## src/rtl/line_buf_ring_if.sv

```systemverilog
// Video stream bundle for the line buffer ring: raw timing and pixel in,
// delayed timing plus vertical taps out.
interface line_buf_ring_if #(
  parameter int DW     = 30,
  parameter int HACT   = 10,
  parameter int NLINES = 3
);
  localparam int AW = $clog2(HACT);

  logic                 i_vsync;
  logic                 i_hsync;
  logic                 i_de;
  logic [DW-1:0]        i_data;
  logic                 o_vsync;
  logic                 o_hsync;
  logic                 o_de;
  logic [NLINES*DW-1:0] o_taps;
  logic [NLINES-1:0]    o_tap_vld;
  logic [AW-1:0]        o_col;
  logic                 o_ovf;

  modport master (
    output i_vsync, i_hsync, i_de, i_data,
    input  o_vsync, o_hsync, o_de, o_taps, o_tap_vld, o_col, o_ovf
  );

  modport slave (
    input  i_vsync, i_hsync, i_de, i_data,
    output o_vsync, o_hsync, o_de, o_taps, o_tap_vld, o_col, o_ovf
  );
endinterface

```

## src/rtl/line_buf_ring.sv

```systemverilog
// Ring of NLINES-1 line memories presenting NLINES vertically aligned pixels
// (current line plus the lines above it) with a one-clock pipeline.
module line_buf_ring #(
  parameter int DW     = 30,
  parameter int HACT   = 10,
  parameter int NLINES = 3
) (
  input  logic          clk,
  input  logic          rst,
  line_buf_ring_if.slave bus
);
  localparam int M  = NLINES - 1;
  localparam int AW = $clog2(HACT);
  localparam int CW = $clog2(HACT + 1);
  localparam int PW = (M > 1) ? $clog2(M) : 1;
  localparam int FW = $clog2(M + 1);

  logic [CW-1:0]     col_reg, col_next;
  logic [PW-1:0]     wr_ptr_reg, wr_ptr_next;
  logic [FW-1:0]     fill_reg, fill_next;
  logic              ovf_reg, ovf_next;
  logic              de_reg;

  logic              vs_out_reg, hs_out_reg, de_out_reg;
  logic [DW-1:0]     tap0_reg;
  logic [PW-1:0]     ptr_out_reg;
  logic [NLINES-1:0] vld_reg, vld_next;
  logic [AW-1:0]     col_out_reg;

  logic              in_line, eol, wr_en;
  logic [AW-1:0]     addr;
  logic [DW-1:0]     rd_bus [M];

  assign in_line = (col_reg < CW'(HACT));
  assign eol     = de_reg & ~bus.i_de;
  // Writes stop once the line overflows, during vsync and during reset.
  assign wr_en   = bus.i_de & in_line & ~bus.i_vsync & ~rst;
  assign addr    = in_line ? col_reg[AW-1:0] : '0;

  always_comb begin
    col_next    = col_reg;
    wr_ptr_next = wr_ptr_reg;
    fill_next   = fill_reg;
    ovf_next    = ovf_reg;
    if (bus.i_vsync) begin
      col_next    = '0;
      wr_ptr_next = '0;
      fill_next   = '0;
      ovf_next    = 1'b0;
    end else begin
      if (eol) begin
        col_next    = '0;
        wr_ptr_next = (wr_ptr_reg == PW'(M - 1)) ? '0 : wr_ptr_reg + 1'b1;
        if (fill_reg != FW'(M))
          fill_next = fill_reg + 1'b1;
      end else if (bus.i_de && in_line) begin
        col_next = col_reg + 1'b1;
      end
      if (bus.i_de && !in_line)
        ovf_next = 1'b1;
    end
  end

  always_ff @(posedge clk) begin
    if (rst) begin
      col_reg    <= '0;
      wr_ptr_reg <= '0;
      fill_reg   <= '0;
      ovf_reg    <= 1'b0;
      de_reg     <= 1'b0;
    end else begin
      col_reg    <= col_next;
      wr_ptr_reg <= wr_ptr_next;
      fill_reg   <= fill_next;
      ovf_reg    <= ovf_next;
      de_reg     <= bus.i_de;
    end
  end

  // Tap k is valid when k complete lines are buffered and the column is in range.
  always_comb begin
    vld_next    = '0;
    vld_next[0] = bus.i_de;
    for (int k = 1; k < NLINES; k++)
      vld_next[k] = bus.i_de & (fill_reg >= FW'(k)) & in_line;
  end

  always_ff @(posedge clk) begin
    if (rst) begin
      vs_out_reg  <= 1'b0;
      hs_out_reg  <= 1'b0;
      de_out_reg  <= 1'b0;
      tap0_reg    <= '0;
      ptr_out_reg <= '0;
      vld_reg     <= '0;
      col_out_reg <= '0;
    end else begin
      vs_out_reg  <= bus.i_vsync;
      hs_out_reg  <= bus.i_hsync;
      de_out_reg  <= bus.i_de;
      tap0_reg    <= bus.i_data;
      ptr_out_reg <= wr_ptr_reg;
      vld_reg     <= vld_next;
      col_out_reg <= in_line ? col_reg[AW-1:0] : AW'(HACT - 1);
    end
  end

  // Line memories: registered read-first access, contents never reset.
  generate
    for (genvar gi = 0; gi < M; gi++) begin : g_mem
      logic [DW-1:0] mem [HACT];
      logic [DW-1:0] rd_data_reg;

      always_ff @(posedge clk) begin
        if (wr_en && (wr_ptr_reg == PW'(gi)))
          mem[addr] <= bus.i_data;
        rd_data_reg <= mem[addr];
      end

      assign rd_bus[gi] = rd_data_reg;
    end
  endgenerate

  assign bus.o_taps[0 +: DW] = vld_reg[0] ? tap0_reg : '0;

  // Tap k reads the memory written k lines ago: (wr_ptr - k) mod M.
  generate
    for (genvar gi = 1; gi < NLINES; gi++) begin : g_tap
      logic [PW:0] sel_sum;

      always_comb begin
        sel_sum = {1'b0, ptr_out_reg} + (PW + 1)'(M - gi);
        if (sel_sum >= (PW + 1)'(M))
          sel_sum = sel_sum - (PW + 1)'(M);
      end

      assign bus.o_taps[gi*DW +: DW] = vld_reg[gi] ? rd_bus[sel_sum[PW-1:0]] : '0;
    end
  endgenerate

  assign bus.o_vsync   = vs_out_reg;
  assign bus.o_hsync   = hs_out_reg;
  assign bus.o_de      = de_out_reg;
  assign bus.o_tap_vld = vld_reg;
  assign bus.o_col     = col_out_reg;
  assign bus.o_ovf     = ovf_reg;
endmodule

```

## src/flat_wrapper.sv

```systemverilog
// flat-port wrapper written by rule: the top's interface ports become plain ports
module line_buf_ring_flat 
#(
  parameter int DW     = 30,
  parameter int HACT   = 10,
  parameter int NLINES = 3
)
  (clk, rst, bus_i_vsync, bus_i_hsync, bus_i_de, bus_i_data, bus_o_vsync, bus_o_hsync, bus_o_de, bus_o_taps, bus_o_tap_vld, bus_o_col, bus_o_ovf);
  line_buf_ring_if #(.DW(DW), .HACT(HACT), .NLINES(NLINES)) bus_i ();
  input  logic clk;
  input  logic rst;
  input wire logic [$bits(bus_i.i_vsync)-1:0] bus_i_vsync;
  input wire logic [$bits(bus_i.i_hsync)-1:0] bus_i_hsync;
  input wire logic [$bits(bus_i.i_de)-1:0] bus_i_de;
  input wire logic [$bits(bus_i.i_data)-1:0] bus_i_data;
  output wire logic [$bits(bus_i.o_vsync)-1:0] bus_o_vsync;
  output wire logic [$bits(bus_i.o_hsync)-1:0] bus_o_hsync;
  output wire logic [$bits(bus_i.o_de)-1:0] bus_o_de;
  output wire logic [$bits(bus_i.o_taps)-1:0] bus_o_taps;
  output wire logic [$bits(bus_i.o_tap_vld)-1:0] bus_o_tap_vld;
  output wire logic [$bits(bus_i.o_col)-1:0] bus_o_col;
  output wire logic [$bits(bus_i.o_ovf)-1:0] bus_o_ovf;
  assign bus_i.i_vsync = bus_i_vsync;
  assign bus_i.i_hsync = bus_i_hsync;
  assign bus_i.i_de = bus_i_de;
  assign bus_i.i_data = bus_i_data;
  assign bus_o_vsync = bus_i.o_vsync;
  assign bus_o_hsync = bus_i.o_hsync;
  assign bus_o_de = bus_i.o_de;
  assign bus_o_taps = bus_i.o_taps;
  assign bus_o_tap_vld = bus_i.o_tap_vld;
  assign bus_o_col = bus_i.o_col;
  assign bus_o_ovf = bus_i.o_ovf;
  line_buf_ring #(.DW(DW), .HACT(HACT), .NLINES(NLINES)) u_core (.clk(clk), .rst(rst), .bus(bus_i));
endmodule
```

## config.mk

```make
export PLATFORM = sky130hd
export DESIGN_NAME = line_buf_ring_flat
export DESIGN_NICKNAME = d
export VERILOG_FILES = /design/src/rtl/line_buf_ring_if.sv /design/src/rtl/line_buf_ring.sv /design/src/flat_wrapper.sv
export SDC_FILE = /design/constraint.sdc
export NUM_CORES = 1
export LEC_CHECK = 0
export CORE_MARGIN = 10
export CORE_UTILIZATION = 30
export CTS_BUF_LIST = sky130_fd_sc_hd__clkbuf_4 sky130_fd_sc_hd__clkbuf_8
export CTS_CLUSTER_DIAMETER = 50
export CTS_CLUSTER_SIZE = 16
export DETAILED_ROUTE_END_ITERATION = 7
export GPL_ROUTABILITY_DRIVEN = 0
export PLACE_DENSITY = 0.42
export REMOVE_ABC_BUFFERS = 1
export SLEW_MARGIN = 10
export SYNTH_ARGS = -nofsm -noshare
export SYNTH_HDL_FRONTEND = slang
export SYNTH_SLANG_ARGS = --single-unit
```

## constraint.sdc

```tcl
create_clock -name clk -period 5.6 [get_ports clk]
set_input_delay 1.12 -clock clk [delete_from_list [all_inputs] [get_ports clk]]
set_output_delay 1.12 -clock clk [all_outputs]
set_load 0.005 [all_outputs]
```

==> results of run 1 <==
[final timing paths]
path | startpoint | endpoint | slack [ps]
worst max-delay path | u_core.ptr_out_reg$_SDFF_PP0_ | bus_o_taps[78] | 1530
worst min-delay path | u_core.g_mem[1].mem[0][2]$_DFFE_PP_ | u_core.g_mem[1].rd_data_reg[2]$_DFF_P_ | 470
worst max register to register | u_core.col_reg[1]$_SDFFE_PP0P_ | u_core.g_mem[1].mem[0][24]$_DFFE_PP_ | 1930
worst min register to register | u_core.g_mem[1].mem[0][2]$_DFFE_PP_ | u_core.g_mem[1].rd_data_reg[2]$_DFF_P_ | 470
[cells by family (layout without fill, tap and decap cells)]
logic type      Yosys count  in the layout  synth area share
compound gates          286            286            0.0852
xor+xnor                  4              4           0.00131
simple gates            234            234            0.0512
flops                   708            708             0.754
other cells               0              7                 0
fa+ha+maj                 3              3           0.00140
mux                     216            216            0.0834
buf+inv                 111            351            0.0235
[cell usage after synthesis, types with 9 or more instances]
cell | instances | area, um^2
a21oi_1 | 18 | 90.1
a221oi_1 | 60 | 526
a221oi_2 | 24 | 360
a222oi_1 | 30 | 300
a22o_1 | 24 | 210
and2_1 | 33 | 206
and3_1 | 22 | 138
buf_2 | 46 | 230
buf_4 | 9 | 67.6
clkbuf_1 | 39 | 146
dfxtp_1 | 108 | 2160
edfxtp_1 | 600 | 18000
mux2_2 | 46 | 518
mux2i_1 | 169 | 1690
nand2_1 | 17 | 63.8
nor2_1 | 29 | 109
nor2b_1 | 102 | 638
o21ai_0 | 20 | 100
o21ai_1 | 37 | 185
o22ai_1 | 51 | 319
[worst register-to-register path, delay by kind of cell, from the launching register on]
family	cells	cell delay (ps)
AO/OA/AOI/OAI	2	1650
AND/OR/NAND/NOR	1	720
flip-flops	1	530
buffers and inverters	1	430
[area by class of cell]
cell class	count	share of cell area
multi-input combinational	743	0.194
sequential	708	0.637
timing repair buffer	171	0.0526
tap	1165	0.0460
antenna	7	0.000553
clock inverter	66	0.0238
inverter	5	0.000592
clock buffer	109	0.0454
[stage by stage]
stage          utilization  total power [mW]
2_1_floorplan            -              6.09
3_3_place_gp         0.333              6.31
3_5_place_dp         0.333              6.31
4_1_cts              0.358              10.8
5_1_grt              0.358              11.1
6_report             0.358              10.7
[per-layer routing]
metal  wire length, um  global-route usage
met5                 0                   0
met3              3490              0.0262
met2             37400               0.250
met4              1740              0.0452
met1             33800               0.188
[power groups by stage]
stage | logic, mW | clock network (mW) | registers (mW)
final | 0.385 | 4.49 | 5.80
after global routing | 0.421 | 4.84 | 5.80
after CTS | 0.396 | 4.64 | 5.80
after detailed placement | 0.395 | 0 | 5.92
after global placement | 0.392 | 0 | 5.92
after floorplan | 0.181 | 0 | 5.91
[cell usage in the layout, fill, tap and decap left out, types with 5 or more instances in the layout]
master / instances
a21oi_1: 16
a221oi_1: 60
a221oi_2: 24
a222oi_1: 30
a22o_1: 24
and2_1: 32
and3_1: 22
buf_4: 32
bufinv_16: 7
clkbuf_4: 10
clkbuf_8: 99
clkdlybuf4s50_1: 134
clkinv_4: 8
clkinvlp_4: 9
dfxtp_1: 102
diode_2: 7
edfxtp_1: 600
inv_6: 13
inv_8: 17
mux2_2: 46
mux2i_1: 169
nand2_1: 17
nand3_1: 5
nor2_1: 19
nor2_4: 10
nor2b_1: 101
nor3_4: 5
o21ai_0: 20
o21ai_1: 37
o22ai_1: 51
o31ai_1: 5
==> impl_metrics.tcl, run 1 <==
set metrics [dict create \
    powerDensity_nw_per_um2 337 \
    p_switching_mw 2.58 \
    syn_to_final_growth_pct 18.4 \
    post_cts_buffers 0 \
    slew_viol_final 0 \
    coreArea_um2 88500 \
    layout.nets 1761 \
    synth.distinct_cells 55 \
    clock-root-buffer "clkbuf_8" \
    numCtsBuffers 94 \
    intPower_mw 8.09 \
    ios 136 \
    place_hpwl_mm 43.0 \
    sw_frac_of_total 0.242 \
    crit_buf_inv 2 \
    grt_pass1_wl_mm 110 \
    final_area_um2 31700 \
    cp_cell_sequence "buf_4, mux2i_1, nor2b_1, clkdlybuf4s50_1" \
    holdWs_ps 469 \
    start_util 0.302 \
    via_count 14547 \
    path_class "reg2out" \
    multiInputGateArea_um2 6130 \
    ant_nets 0 \
    worst_pin_slew_ps 1220 \
    setup_viol 0 \
    placed_cells 2792 \
    critPathMaxFanout 47 \
    synth_edf_count 600 \
    wl_per_cell_um 25.7 \
    maxSlewHeadroom 0.182 \
    cts_tree "yes" \
    clk_latency_ps 720 \
    floorplan.rows 109 \
    cp_num_cells 4 \
    die-height_um 319 \
    ys_warn_count 0 \
    crit_path_top_delay_cell "dfxtp_4" \
    status "completed" \
    vdd.ir_drop.worst_mv 0.162 \
    cts-resized-gates 0 \
    final_layout_size_suffix_gt1_frac 0.178 \
    dr.pass1.iters 7 \
    hold_depth 2 \
    antenna_found_initial 4 \
    syn_avg_cell_area_um2 17.1 \
    drt_wl_total_mm 76.5 \
    final_cells 2974 \
    layout_min_cycle_time_ps 4070 \
    vias_per_cell 4.89 \
    rsz0062_at_grt "no" \
    reg2regPathDepth 4 \
    p_seq_frac 0.543 \
    tns_ps 0 \
    port_buffers 135 \
    post-route-period-util 0.727 \
    dp_slack_ps 1180 \
    p_clk_frac 0.420 \
    dr.first_iter.drc_count 1037 \
    grt_max_degree 57 \
    clk_path_buf_depth 3 \
    drv_cap 0 \
    fmax_mhz 246 \
    synth_seq_cells 708 \
    largest_reg_flops 600 \
    drc 0 \
    crit_required_ps 4480 \
    netlist_area_um2 26800 \
    final_hold_viol_count 0 \
    gr-usage-all-layers 0.147 \
    netlist_instances 1562 \
    timing.critical_path.from_type "flop" \
    clk_pin_slew_ps 80 \
    cts.sinks 708 \
    htree_levels 3 \
    fin_worst_skew_ps 44.5 \
    hold_buffers 0 \
    min_path_type "reg2reg" \
    n_fill_cell 8303 \
    layout.area.seq_um2 20200 \
    chipWidth_um 319 \
    synth_ff_type "edfxtp_1" \
    worst_slack_ps 1530 \
    slowest_delay_ps 1000 \
    leakagePower_nw 9.77 \
    arrival_ps 2950 \
    cp_top_family "flip-flops" \
    placed_cell_area_um2 29500 \
    grt_overflow 0 \
    worstSetupEndpointType "primary output" \
    async_flop_share 0 \
    fp.dieArea_um2 102000 \
    grt_pass1_vias 15549 \
    comb_power_share 0.036 \
    synth-seq-area-share 0.754 \
]
(Power assumes the default switching activity.)
==> inputs of run 2 (changes only) <==
--- a/config.mk
+++ b/config.mk
@@ -12,7 +12,7 @@
 export CTS_CLUSTER_SIZE = 16
 export DETAILED_ROUTE_END_ITERATION = 7
 export GPL_ROUTABILITY_DRIVEN = 0
-export PLACE_DENSITY = 0.42
+export PLACE_DENSITY = 0.43
 export REMOVE_ABC_BUFFERS = 1
 export SLEW_MARGIN = 10
 export SYNTH_ARGS = -nofsm -noshare
==> constraint.sdc (replaced) <==
create_clock -name clk -period 3.5 [get_ports clk]
set_input_delay 0.7 -clock clk [delete_from_list [all_inputs] [get_ports clk]]
set_output_delay 0.7 -clock clk [all_outputs]
set_load 0.005 [all_outputs]
==> run 2 against run 1 <==
Effect of this change: sequential power grew 59%; register-to-register slack lost 990 ps; clock power rose by 59%; setup slack got worse by 1200 ps; final area grew 1.3%; first-iteration DRC count grew 18%; global-route usage grew 0.20 points; count of clock-buffer cells in the layout is 6 lower; non-clock buffer count increased by 45; sequential share of layout area decreased by 0.83 points; critical path type unchanged; critical endpoint is now bus_o_taps[83].
==> impl_metrics.tcl, run 2 (same netlist as run 1, synthesis figures left out) <==
set metrics [dict create \
    layout_min_cycle_time_ps 3180 \
    crit_required_ps 2800 \
    clk_path_buf_depth 3 \
    status "completed" \
    drv_cap 0 \
    intPower_mw 13.1 \
    cp_top_family "buffers and inverters" \
    wl_per_cell_um 25.7 \
    largest_reg_flops 600 \
    grt_max_degree 65 \
    multiInputGateArea_um2 6130 \
    vdd.ir_drop.worst_mv 0.250 \
    min_to "u_core.fill_reg[1]$_SDFFE_PP0P_" \
    clk_latency_ps 710 \
    cts_tree "yes" \
    rsz0062_at_grt "no" \
    layout.area.seq_um2 20200 \
    chipWidth_um 319 \
    slowest_delay_ps 750 \
    timing.critical_path.from_type "flop" \
    drt_wl_total_mm 77.2 \
    p_seq_frac 0.542 \
    dp_slack_ps 476 \
    cts.sinks 708 \
    floorplan.rows 109 \
    p_total_mw 17.1 \
    final_common_cell "edfxtp_1" \
    worst_pin_slew_ps 1110 \
    worst_slack_ps 318 \
    hold_depth 3 \
    htree_levels 3 \
    die-height_um 319 \
    dr.first_iter.drc_count 1220 \
    n_fill_cell 8306 \
    via_count 14665 \
    layout.nets 1802 \
    ant_nets 0 \
    coreArea_um2 88500 \
    grt_pass1_vias 15340 \
    post_cts_buffers 0 \
    comb_power_share 0.039 \
    hold_start "rst" \
    hold_buffers 0 \
    final_layout_size_suffix_gt1_frac 0.196 \
    syn_to_final_growth_pct 19.9 \
    leakagePower_nw 10.0 \
    ios 136 \
    antenna_found_initial 5 \
    dr.pass1.iters 7 \
    fmax_mhz 314 \
    grt_overflow 0 \
    crit_path_top_delay_cell "dfxtp_2" \
    clk_pin_slew_ps 70 \
    reg2regPathDepth 6 \
    numCtsBuffers 90 \
    r2r_slack_ps 940 \
    vias_per_cell 4.88 \
    worstSetupEndpointType "primary output" \
    start_util 0.302 \
    sw_frac_of_total 0.232 \
    cp_cell_sequence "buf_4, nor2b_1, clkdlybuf4s50_1" \
    critPathMaxFanout 18 \
    p_clk_frac 0.419 \
    slew_viol_final 0 \
    fin_worst_skew_ps 41.7 \
    cts-resized-gates 0 \
    r2r_end "u_core.g_mem[0].mem[3][2]$_DFFE_PP_" \
    final_cell_mix "edfxtp_1, mux2i_1, clkdlybuf4s50_1" \
    reg2reg_from "u_core.col_reg[2]$_SDFFE_PP0P_" \
    drc 0 \
    place_hpwl_mm 46.9 \
    post-route-period-util 0.909 \
    gr-usage-all-layers 0.149 \
    arrival_ps 2480 \
    crit_buf_inv 2 \
    final_hold_viol_count 0 \
    powerDensity_nw_per_um2 532 \
    min_path_type "in2reg" \
    maxSlewHeadroom 0.255 \
    port_buffers 135 \
    fp.dieArea_um2 102000 \
    setup_viol 0 \
    p_switching_mw 3.96 \
    path_class "reg2out" \
    grt_pass1_wl_mm 111 \
    clock-root-buffer "clkbuf_8" \
]
## run 2: cell types whose count changed in the layout (fill, tap and decap cells not counted), sizes merged
cell | before | now
clkinvlp | 9 | 11
buf | 37 | 82
clkbuf | 109 | 103
diode | 7 | 1
inv | 37 | 29
bufinv | 7 | 11
## run 2: how the worst max path moves through the flow
| stage | startpoint | end | cells after the start |
|---|---|---|---|
| after floorplan | u_core.col_reg[0]$_SDFFE_PP0P_ | u_core.g_mem[1].mem[4][0]$_DFFE_PP_ | 3 |
| after global placement | bus_i_de | u_core.g_mem[0].mem[3][22]$_DFFE_PP_ | 6 |
| after CTS | u_core.bus.o_tap_vld[2]$_SDFF_PP0_ | bus_o_taps[86] | 3 |
| final | u_core.bus.o_tap_vld[2]$_SDFF_PP0_ | bus_o_taps[83] | 3 |
| after global routing | u_core.bus.o_tap_vld[2]$_SDFF_PP0_ | bus_o_taps[86] | 3 |
| after detailed placement | bus_i_de | u_core.g_mem[0].mem[3][22]$_DFFE_PP_ | 6 |
## run 2: through the flow
stage                     instances  setup TNS (ps)  utilization  hold slack (ps)  cell area (um^2)
final                          3005               0        0.363              441             32100
after global routing           3005               0        0.363              408             32100
after CTS                      3004               0        0.363              356             32100
after detailed placement       2837               0        0.338              476             29900
after global placement         2837               0        0.338              467             29900
after floorplan                1456        -2238340            -              429             26200
## run 2: area by class of cell
| class | count | share of cell area |
|---|---|---|
| Clock inverter | 64 | 0.0246 |
| Antenna cell | 1 | 0.0000780 |
| Tap cell | 1165 | 0.0454 |
| Multi-Input combinational cell | 743 | 0.191 |
| Inverter | 5 | 0.000585 |
| Timing Repair Buffer | 216 | 0.0660 |
| Sequential cell | 708 | 0.629 |
| Clock buffer | 103 | 0.0432 |
## run 2: power groups by stage
stage          clock network [mW]  logic (mW)  registers (mW)
2_1_floorplan                   0       0.290            9.46
3_3_place_gp                    0       0.678            9.44
3_5_place_dp                    0       0.681            9.44
4_1_cts                      7.38       0.684            9.25
5_1_grt                      7.73       0.720            9.26
6_report                     7.15       0.662            9.25
## run 2: worst min-delay path: stages
cell and delay (ps):
buf_2 150, or2_2 170, a21oi_1 50
## run 2: routing by layer
metal | vias up | wire, um | GRT usage
met5 | - | 13 | 0
met4 | 2 | 1100 | 0.0357
met3 | 72 | 3790 | 0.0261
met2 | 360 | 38800 | 0.259
met1 | 7610 | 33600 | 0.190
li1 | 6621 | - | -
==> inputs of run 3 (changes only) <==
--- a/config.mk
+++ b/config.mk
@@ -5,6 +5,7 @@
 export SDC_FILE = /design/constraint.sdc
 export NUM_CORES = 1
 export LEC_CHECK = 0
+export ABC_AREA = 1
 export CORE_MARGIN = 10
 export CORE_UTILIZATION = 30
 export CTS_BUF_LIST = sky130_fd_sc_hd__clkbuf_4 sky130_fd_sc_hd__clkbuf_8
==> run 3 against run 2 <==
Effect of this change: via count up 19%; largest power group unchanged; highest routed layer is now met4; combinational power is 4.5% higher; fmax decreased by 3.9%; setup slack worse by 130 ps; cell count up 24%; sequential power about the same; clock skew increased by 3.4 ps.
==> impl_metrics.tcl, run 3 <==
set metrics [dict create \
    status "completed" \
    final_layout_size_suffix_gt1_frac 0.117 \
    layout.area.seq_um2 20200 \
    grt_pass1_vias 17698 \
    dr.first_iter.drc_count 1347 \
    htree_levels 3 \
    clk_path_buf_depth 3 \
    synthTopCellsByCount "edfxtp_1, nand2_1, nor2_1" \
    layout.nets 2518 \
    fp.dieArea_um2 103000 \
    place_hpwl_mm 51.3 \
    slowest_delay_ps 570 \
    synth_seq_cells 708 \
    syn_avg_cell_area_um2 11.9 \
    cts_tree "yes" \
    ys_warn_count 0 \
    crit_buf_inv 3 \
    min_path_type "reg2reg" \
    synth_edf_count 600 \
    die-height_um 320 \
    ant_nets 0 \
    cp_top_family "buffers and inverters" \
    multiInputGateArea_um2 5900 \
    fmax_mhz 302 \
    port_buffers 135 \
    clk_pin_slew_ps 80 \
    chipWidth_um 320 \
    rsz0062_at_grt "no" \
    setup_viol 0 \
    ios 136 \
    r2r_slack_ps 620 \
    floorplan.rows 110 \
    worstSetupEndpointType "primary output" \
    clock-root-buffer "clkbuf_8" \
    vias_per_cell 4.67 \
    postLayoutCoreUtil 0.359 \
    vdd.ir_drop.worst_mv 0.231 \
    fin_worst_skew_ps 45.2 \
    coreArea_um2 89700 \
    cp_cell_sequence "inv_2, buf_4, nor2_1, nor2_1, clkdlybuf4s50_1" \
    yosys.cell_count.top_type "edfxtp_1" \
    worst_pin_slew_ps 994 \
    via_count 17393 \
    largest_reg_flops 600 \
    synth-seq-area-share 0.746 \
    final_hold_viol_count 0 \
    numCtsBuffers 84 \
    wl_per_cell_um 22.4 \
    grt_overflow 0 \
    grt_pass1_wl_mm 121 \
    crit_path_top_delay_cell "clkdlybuf4s50_1" \
    final_cell_mix "edfxtp_1, nand2_1, nor2_1" \
    arrival_ps 2610 \
    cp_common_cell "nor2_1" \
    netlist_area_um2 27000 \
    start_util 0.301 \
    crit_required_ps 2800 \
    timing.critical_path.from_type "flop" \
    grt_max_degree 78 \
    maxSlewHeadroom 0.335 \
    syn_to_final_growth_pct 19.0 \
    drc 0 \
    yosysTopAreaCellShare 0.666 \
    netlist_top_cells_area "edfxtp_1, nand2_1, dfxtp_1" \
    post-route-period-util 0.946 \
    dr.pass1.iters 5 \
    async_flop_share 0 \
    slew_viol_final 0 \
    final_area_um2 32200 \
    leakagePower_nw 12.1 \
    synth_ff_type "edfxtp_1" \
    drt_wl_total_mm 83.4 \
    clk_latency_ps 700 \
    powerDensity_nw_per_um2 505 \
    netlist_instances 2275 \
    final_common_cell "edfxtp_1" \
    path_class "reg2out" \
    synth.distinct_cells 34 \
    antenna_found_initial 5 \
    yosys.area.top_type "edfxtp_1" \
    cts.sinks 708 \
    n_fill_cell 8819 \
    placed_cell_area_um2 30300 \
    layout_min_cycle_time_ps 3310 \
    drv_cap 0 \
    gr-usage-all-layers 0.160 \
    post_cts_buffers 0 \
    critPathMaxFanout 38 \
]
-- run 3: cell count changes in the layout (fill, tap and decap cells not counted), moves of 30 or more --
| cell | before | now |
|---|---|---|
| o22ai_1 | 51 | 0 |
| inv_1 | 4 | 132 |
| a22oi_1 | 3 | 40 |
| mux2_2 | 46 | 0 |
| and2_1 | 32 | 0 |
| nand3_1 | 5 | 197 |
| a221oi_1 | 60 | 0 |
| nor2b_1 | 101 | 0 |
| a222oi_1 | 30 | 0 |
| nand2_1 | 17 | 587 |
| nor2_1 | 19 | 281 |
| mux2i_1 | 169 | 0 |
| o21ai_0 | 20 | 128 |
-- run 3: where the power goes --
part | total, mW | leakage (nW) | internal [mW] | switching (mW)
sequential | 9.26 | 6.30 | 9.21 | 0.0482
clock | 6.32 | 0.939 | 2.90 | 3.41
combinational | 0.692 | 4.84 | 0.197 | 0.495
total | 16.3 | 12.1 | 12.3 | 3.96
-- run 3: routing by layer --
metal | GRT usage | routed length, um | up-vias | part of all wire
met2 | 0.272 | 40600 | 435 | 0.49
met4 | 0.0481 | 1830 | 0 | 0.022
met5 | 0 | 0 | - | 0
met3 | 0.0242 | 3830 | 107 | 0.046
li1 | - | - | 8168 | -
met1 | 0.210 | 37100 | 8683 | 0.45
-- run 3: cell families (layout without fill, tap and decap cells) --
kind of cell / after synthesis / in the layout / share of synthesized area
AND/OR/NAND/NOR: 1113 / 1113 / 0.169
flip-flops: 708 / 708 / 0.746
buffers and inverters: 250 / 523 / 0.0413
AO/OA/AOI/OAI: 201 / 201 / 0.0423
adder cells (fa/ha/maj): 3 / 3 / 0.00139
other: 0 / 1 / 0
-- run 3: per-stage QoR --
stage          hold slack [ps]  setup TNS, ps  worst slack (ps)  total power, mW  cells
6_report                   497              0               190             16.3   3725
5_1_grt                    507              0              1.67             16.9   3725
4_1_cts                    452              0              36.4             16.5   3724
3_5_place_dp               477              0               452             10.2   3570
3_3_place_gp               485              0               486             10.2   3570
2_1_floorplan              451        -561480             -2570             9.68   2165
-- run 3: final timing paths --
check                                 startpoint                                  end  cells past startpoint
setup reg to reg  u_core.col_reg[2]$_SDFFE_PP0P_  u_core.g_mem[0].mem[4][7]$_DFFE_PP_                      7
setup / recovery   u_core.ptr_out_reg$_SDFF_PP0_                       bus_o_taps[60]                      5
hold / removal     u_core.bus.o_ovf$_SDFFE_PP0P_        u_core.bus.o_ovf$_SDFFE_PP0P_                      1
hold reg to reg    u_core.bus.o_ovf$_SDFFE_PP0P_        u_core.bus.o_ovf$_SDFFE_PP0P_                      1
-- run 3: cell type report --
cell class	instances	share of cell area
antenna	1	0.0000777
clock buffer	94	0.0392
clock inverter	60	0.0180
inverter	140	0.0164
multi-input combinational	1317	0.183
sequential	708	0.627
tap	1176	0.0457
timing repair buffer	229	0.0701
-- run 3: worst reg2reg max path: cells and delay by family (launching register included) --
family	cells	cell delay (ps)
and+or+nand+nor	1	220
DFF	1	800
AOI/OAI and AO/OA	2	260
buffers and inverters	4	1230
-- run 3: repair_timing --
item                                   CTS  global route
hold buffers                             0             0
endpoints found under the hold margin    0             0
resized for setup                        2             1
setup endpoints to repair                4             6
